## src/rtl/elm_output_sequencer.sv

```systemverilog
// ---------------------------------------------------------------------------
// elm_output_sequencer
// Drives the ELM output layer once the hidden-activation RAM is full. For
// each class it streams NUM_HIDDEN hidden/beta reads into the shared MAC,
// then compares the class score against a running maximum. The winning class
// index is returned over a valid/ready handshake.
//
// Ports:
//   clk, rst        rising-edge clock, asynchronous active-high reset
//   start           begin classification (sampled only when idle)
//   rd_en           read strobe to hidden RAM / beta ROM (1-cycle latency)
//   hid_addr        hidden RAM address
//   beta_addr       beta ROM address (cls*NUM_HIDDEN + hid)
//   en_acc          accumulator enable, rd_en delayed by one cycle
//   rst_acc         synchronous accumulator clear, one pulse per class
//   acc_in          registered signed accumulator value
//   busy            high whenever the sequencer is not idle
//   result_class    winning class index
//   result_valid    result available
//   result_ready    consumer accepts the result
//   max_score       winning score (only when SCORE_OUT_EN is defined)
//
// Build option: define SCORE_OUT_EN to expose the max_score output.
// ---------------------------------------------------------------------------
module elm_output_sequencer #(
    parameter int unsigned NUM_HIDDEN = 10,
    parameter int unsigned NUM_CLASS  = 10,
    parameter int unsigned ACC_W      = 32,
    parameter int unsigned HID_AW     = 4,
    parameter int unsigned BETA_AW    = 7,
    parameter int unsigned CLS_W      = 4
) (
    input  logic                      clk,
    input  logic                      rst,
    input  logic                      start,
    output logic                      rd_en,
    output logic [HID_AW-1:0]         hid_addr,
    output logic [BETA_AW-1:0]        beta_addr,
    output logic                      en_acc,
    output logic                      rst_acc,
    input  logic signed [ACC_W-1:0]   acc_in,
    output logic                      busy,
    output logic [CLS_W-1:0]          result_class,
    output logic                      result_valid,
    input  logic                      result_ready
`ifdef SCORE_OUT_EN
    ,
    output logic signed [ACC_W-1:0]   max_score
`endif
);

    localparam logic [HID_AW-1:0] HID_LAST = HID_AW'(NUM_HIDDEN - 1);
    localparam logic [CLS_W-1:0]  CLS_LAST = CLS_W'(NUM_CLASS - 1);

    typedef enum logic [2:0] {
        S_IDLE,
        S_CLR,
        S_MAC,
        S_DRAIN,
        S_CMP,
        S_DONE
    } state_t;

    state_t state_q, state_d;

    logic [HID_AW-1:0]        hid_cnt_q, hid_cnt_d;
    logic [CLS_W-1:0]         cls_cnt_q, cls_cnt_d;
    logic [BETA_AW-1:0]       beta_addr_q, beta_addr_d;
    logic signed [ACC_W-1:0]  max_q, max_d;
    logic [CLS_W-1:0]         idx_q, idx_d;
    logic                     rd_en_q, rd_en_d;
    logic                     en_acc_q;
    logic                     rst_acc_q, rst_acc_d;
    logic                     busy_q, busy_d;
    logic                     result_valid_q, result_valid_d;

    // State register.
    always_ff @(posedge clk or posedge rst) begin
        if (rst) begin
            state_q <= S_IDLE;
        end else begin
            state_q <= state_d;
        end
    end

    // Next-state logic.
    always_comb begin
        state_d = state_q;
        case (state_q)
            S_IDLE:  if (start) state_d = S_CLR;
            S_CLR:   state_d = S_MAC;
            S_MAC:   if (hid_cnt_q == HID_LAST) state_d = S_DRAIN;
            S_DRAIN: state_d = S_CMP;
            S_CMP:   state_d = (cls_cnt_q == CLS_LAST) ? S_DONE : S_CLR;
            S_DONE:  if (result_ready) state_d = S_IDLE;
            default: state_d = S_IDLE;
        endcase
    end

    // Output and datapath next values. Strobes are decoded from the next
    // state so the registered outputs line up with the state they belong to.
    always_comb begin
        hid_cnt_d      = hid_cnt_q;
        cls_cnt_d      = cls_cnt_q;
        beta_addr_d    = beta_addr_q;
        max_d          = max_q;
        idx_d          = idx_q;
        rd_en_d        = (state_d == S_MAC);
        rst_acc_d      = (state_d == S_CLR);
        busy_d         = (state_d != S_IDLE);
        result_valid_d = (state_d == S_DONE);

        case (state_q)
            S_IDLE: begin
                if (start) begin
                    cls_cnt_d   = '0;
                    beta_addr_d = '0;
                end
            end
            S_CLR: begin
                hid_cnt_d = '0;
            end
            S_MAC: begin
                // Hold on the last tap so the addresses never run past the end.
                if (hid_cnt_q != HID_LAST) begin
                    hid_cnt_d   = hid_cnt_q + HID_AW'(1);
                    beta_addr_d = beta_addr_q + BETA_AW'(1);
                end
            end
            S_CMP: begin
                // Strictly greater: ties keep the lower class index.
                if ((cls_cnt_q == '0) || (acc_in > max_q)) begin
                    max_d = acc_in;
                    idx_d = cls_cnt_q;
                end
                // Step the beta address onto the first tap of the next class.
                if (cls_cnt_q != CLS_LAST) begin
                    cls_cnt_d   = cls_cnt_q + CLS_W'(1);
                    beta_addr_d = beta_addr_q + BETA_AW'(1);
                end
            end
            default: ;
        endcase
    end

    // Datapath and registered outputs.
    always_ff @(posedge clk or posedge rst) begin
        if (rst) begin
            hid_cnt_q      <= '0;
            cls_cnt_q      <= '0;
            beta_addr_q    <= '0;
            max_q          <= '0;
            idx_q          <= '0;
            rd_en_q        <= 1'b0;
            en_acc_q       <= 1'b0;
            rst_acc_q      <= 1'b0;
            busy_q         <= 1'b0;
            result_valid_q <= 1'b0;
        end else begin
            hid_cnt_q      <= hid_cnt_d;
            cls_cnt_q      <= cls_cnt_d;
            beta_addr_q    <= beta_addr_d;
            max_q          <= max_d;
            idx_q          <= idx_d;
            rd_en_q        <= rd_en_d;
            en_acc_q       <= rd_en_q;
            rst_acc_q      <= rst_acc_d;
            busy_q         <= busy_d;
            result_valid_q <= result_valid_d;
        end
    end

    assign rd_en        = rd_en_q;
    assign hid_addr     = hid_cnt_q;
    assign beta_addr    = beta_addr_q;
    assign en_acc       = en_acc_q;
    assign rst_acc      = rst_acc_q;
    assign busy         = busy_q;
    assign result_class = idx_q;
    assign result_valid = result_valid_q;
`ifdef SCORE_OUT_EN
    assign max_score    = max_q;
`endif

endmodule

```

## config.mk

```make
export PLATFORM = sky130hd
export DESIGN_NAME = elm_output_sequencer
export DESIGN_NICKNAME = d
export VERILOG_FILES = /design/src/rtl/elm_output_sequencer.sv
export SDC_FILE = /design/constraint.sdc
export NUM_CORES = 1
export LEC_CHECK = 0
export CAP_MARGIN = 5
export CELL_PAD_IN_SITES_DETAIL_PLACEMENT = 1
export CELL_PAD_IN_SITES_GLOBAL_PLACEMENT = 2
export CORE_MARGIN = 5
export CORE_UTILIZATION = 32
export DETAILED_ROUTE_END_ITERATION = 8
export PLACE_DENSITY_LB_ADDON = 0.12
export SETUP_SLACK_MARGIN = 0.4
export SLEW_MARGIN = 30
export SYNTH_ARGS = -nofsm -noshare
export SYNTH_HDL_FRONTEND = slang
export SYNTH_SLANG_ARGS = --single-unit
```

## constraint.sdc

```tcl
create_clock -name clk -period 2.57 [get_ports clk]
set_clock_uncertainty 0.2 [all_clocks]
set_input_delay 0.514 -clock clk [delete_from_list [all_inputs] [get_ports clk]]
set_output_delay 0.514 -clock clk [all_outputs]
set_load 0.005 [all_outputs]
```

==> flow_metrics.py <==
metrics = {
    "sta": {
        "tightest_slew_ps": 483,
        "slew-limit-headroom_pct": 67.8,
        "hold_viol_final": 0,
        "min_period_ps": 2840,
        "rsz0062_at_grt": "yes",
        "finalSetupTns_ps": -8860,
        "slew_viol_final": 0,
        "period_share_pct": 110,
        "finalSetupViolations": 36,
        "setup_slack_ps": -267,
        "max_freq_mhz": 352,
    },
    "worst_setup_path": {
        "worstPathMaxFanout": 5,
        "endpoint_kind": "flip-flop",
        "critical_path_class": "input port to flip-flop",
        "crit_required_ps": 2590,
        "critPathSlowestCell": "nor4_4",
        "cp_slowest_stage_delay_ps": 340,
        "cp.arrival_ps": 2860,
        "cp-start-kind": "input port",
        "path_common_cell": "buf_4",
        "path_buf_inv": 5,
        "cpLargestDelayFamily": "buffers and inverters",
        "path_cells": "clkdlybuf4s15_1, ha_4, nand4_1, buf_4, nor4_4, buf_4, a21o_1, o21ai_2, a31o_4, buf_12, buf_16, mux2_4",
    },
    "clock_network": {
        "clockBufferDepth": 2,
        "htreeDepth": 3,
        "cts_buffers": 9,
        "cts_tree": "yes",
        "clock-sinks": 59,
        "ctsHoldBuffers": 0,
        "clk_pin_slew_worst_paths_ps": 60,
        "ctsRootBufferMaster": "clkbuf_8",
        "clock_latency_ps": 340,
    },
    "grt": {
        "grt_pass1_vias": 2998,
        "grt_use_total_pct": 14.4,
        "grt_max_degree": 60,
        "overflow": 0,
        "grt_pass1_wl_um": 15000,
        "grt_antenna_before_repair": 0,
    },
    "floorplanning": {
        "core_region_area_sq_um": 10800,
        "die_area_sq_um": 13300,
        "io-pin-count": 56,
        "start_util_pct": 32.6,
        "rows": 38,
        "die_y_um": 115,
        "die_x_um": 115,
    },
    "logic_synthesis": {
        "async_flop_share_pct": 100,
        "synth_edf_count": 0,
        "syn_inst": 327,
        "yosys_warnings": 0,
        "postSynthAreaPerCell_sq_um": 10.8,
        "synthFlopType": "dfrtp_1",
        "ys_seq_area_share_pct": 41.8,
        "syn_area_sq_um": 3540,
        "synth_cell_types": 48,
        "synth_seq_cells": 59,
        "synthesis.nets": 401,
    },
    "power_and_ir_drop": {
        "swShare_pct": 35.2,
        "seq_power_share_pct": 30.0,
        "internal_power_mw": 3.34,
        "p_comb_share_pct": 56.2,
        "powerDensity_nw_per_um2": 1020,
        "p_sw_mw": 1.82,
        "p_leak_nw": 2.36,
        "peakVddDrop_mv": 0.401,
        "clkPwrFrac_pct": 13.8,
    },
    "placement": {
        "gp_congestion": 0.704,
        "dpl.hpwl_um": 6110,
        "numPortBuffers": 55,
    },
    "worst_hold_path": {
        "hold_class": "flip-flop to flip-flop",
    },
    "detailed_routing": {
        "drc": 0,
        "drtAntennaViolNets": 0,
        "first_pass_iters": 4,
        "post_drt_wl_per_cell_um": 15.5,
        "vias": 2746,
        "totalWireLength_um": 8820,
        "avgViaCountPerCell": 4.81,
        "dr.first_iter.drc_count": 70,
    },
    "run": {
        "drv_cap": 0,
    },
    "cells_and_area": {
        "areaGrowthSynthToFinish_pct": 43.3,
        "layout-drive-gt1-share_pct": 29.5,
        "finish.utilization_pct": 46.7,
        "final_nets": 503,
        "antenna_cells": 0,
        "fill_cells": 1172,
    },
    "outcome": {
        "violations": "negative setup slack",
        "status": "complete, but fails checks",
    },
}
-- repair_timing --
item | CTS | global route
setup buffers | 11 | 4
cloned | 4 | 0
setup endpoints to repair | 41 | 41
gates resized for setup | 43 | 26
pin swaps | 17 | 10
-- metal layers --
metal	global-route usage [%]	part of all wire, %	up-vias
met3	4.11	4.0	14
met2	23.3	47	42
met5	0	0	-
li1	-	-	1357
met1	18.7	47	1333
met4	4.46	1.5	0
-- cells by family (layout without fill, tap and decap cells) --
| family | after synthesis | count (layout) | share of synthesized area (%) |
|---|---|---|---|
| simple gates | 73 | 73 | 11.5 |
| mux | 35 | 35 | 14.1 |
| flops | 59 | 59 | 41.8 |
| compound gates | 69 | 69 | 12.0 |
| xor+xnor | 1 | 1 | 0.248 |
| fa+ha+maj | 38 | 38 | 13.4 |
| buf+inv | 52 | 156 | 6.97 |
-- path summary, 6_finish.rpt --
check	from	endpoint	slack (ps)	cells past startpoint
max in group asynchronous	rst	max_q[18]	1490	3
max	acc_in[10]	max_q[10]	-270	12
min in group asynchronous	rst	en_acc	410	3
min	rd_en	en_acc	200	0
min reg2reg	rd_en	en_acc	200	0
max reg2reg	max_q[11]	max_q[10]	-250	12
-- cells in the mapped netlist (2+ instances only) --
cell type | instances | area [sq um]
a211oi_1 | 2 | 15.0
a21o_1 | 5 | 37.5
a21oi_1 | 22 | 110
a221o_1 | 2 | 20.0
and3_1 | 2 | 12.5
buf_12 | 2 | 40.0
clkbuf_1 | 3 | 11.3
dfrtp_1 | 59 | 1480
ha_1 | 38 | 475
inv_1 | 44 | 165
mux2_2 | 6 | 67.6
mux2_4 | 28 | 420
nand2_1 | 21 | 78.8
nand2b_1 | 5 | 31.3
nand3_1 | 9 | 45.0
nand4_1 | 7 | 43.8
nand4_2 | 2 | 25.0
nor2_1 | 12 | 45.0
nor2b_1 | 2 | 12.5
nor3_1 | 2 | 10.0
o21a_1 | 3 | 22.5
o21ai_0 | 21 | 105
o31ai_1 | 3 | 22.5
or2_2 | 2 | 12.5
or3_1 | 2 | 12.5
-- layout make-up --
type                            count  area [sq um]  share of cell area, %
Timing Repair Buffer               98          1010                   19.9
Inverter                           45           173                   3.41
Clock buffer                       13           149                   2.94
Sequential cell                    59          1480                   29.1
Tap cell                          140           175                   3.46
Multi-Input combinational cell    216          2090                   41.2
-- per-stage QoR --
| step | instances | hold slack (ps) | instance area, sq um | worst slack [ps] | total power [mW] |
|---|---|---|---|---|---|
| final | 571 | 195 | 5070 | -267 | 5.16 |
| after global routing | 571 | 224 | 5070 | -379 | 5.62 |
| after CTS | 567 | 205 | 4960 | -309 | 5.13 |
| after detailed placement | 539 | 187 | 4540 | -747 | 4.01 |
| after global placement | 539 | 179 | 4540 | -751 | 3.96 |
| after floorplan | 327 | 176 | 3670 | -46.7 | 3.24 |
-- layout by cell type (no fill, tap or decap), types with 2 or more instances in the layout --
cell type / n
dfrtp_1: 59
inv_1: 40
buf_4: 30
mux2_4: 28
clkdlybuf4s50_1: 25
nand2_1: 21
a21oi_1: 21
ha_1: 21
dlygate4sd2_1: 19
o21ai_0: 17
ha_4: 16
nor2_1: 12
clkbuf_8: 10
nand3_1: 9
nand4_1: 7
mux2_2: 6
nand2b_1: 5
a21o_1: 5
dlymetal6s2s_1: 5
clkdlybuf4s15_1: 5
buf_6: 5
buf_16: 4
buf_12: 4
o21a_1: 3
o21ai_2: 3
inv_2: 3
clkbuf_1: 3
nand4_2: 2
nor4_4: 2
nor2b_1: 2
and3_1: 2
a221o_1: 2
o31ai_1: 2
nor3_1: 2
o21ai_1: 2
-- registers in the layout, summed over array words and instances (netlist names) --
register	count
max_q	32
beta_addr	7
cls_cnt_q	4
hid_addr	4
result_class	4
state_q	3
busy	1
en_acc	1
rd_en	1
result_valid	1
rst_acc	1
-- power by group through the flow --
stage               sequential [mW]  clock (mW)  combinational (mW)
floorplan                      1.51           0                1.73
CTS                            1.55       0.753                2.83
finish                         1.55       0.713                2.90
global placement               1.54           0                2.42
global route                   1.60       0.783                3.24
detailed placement             1.55           0                2.46
Note: power is estimated with default switching activity, not from simulation.
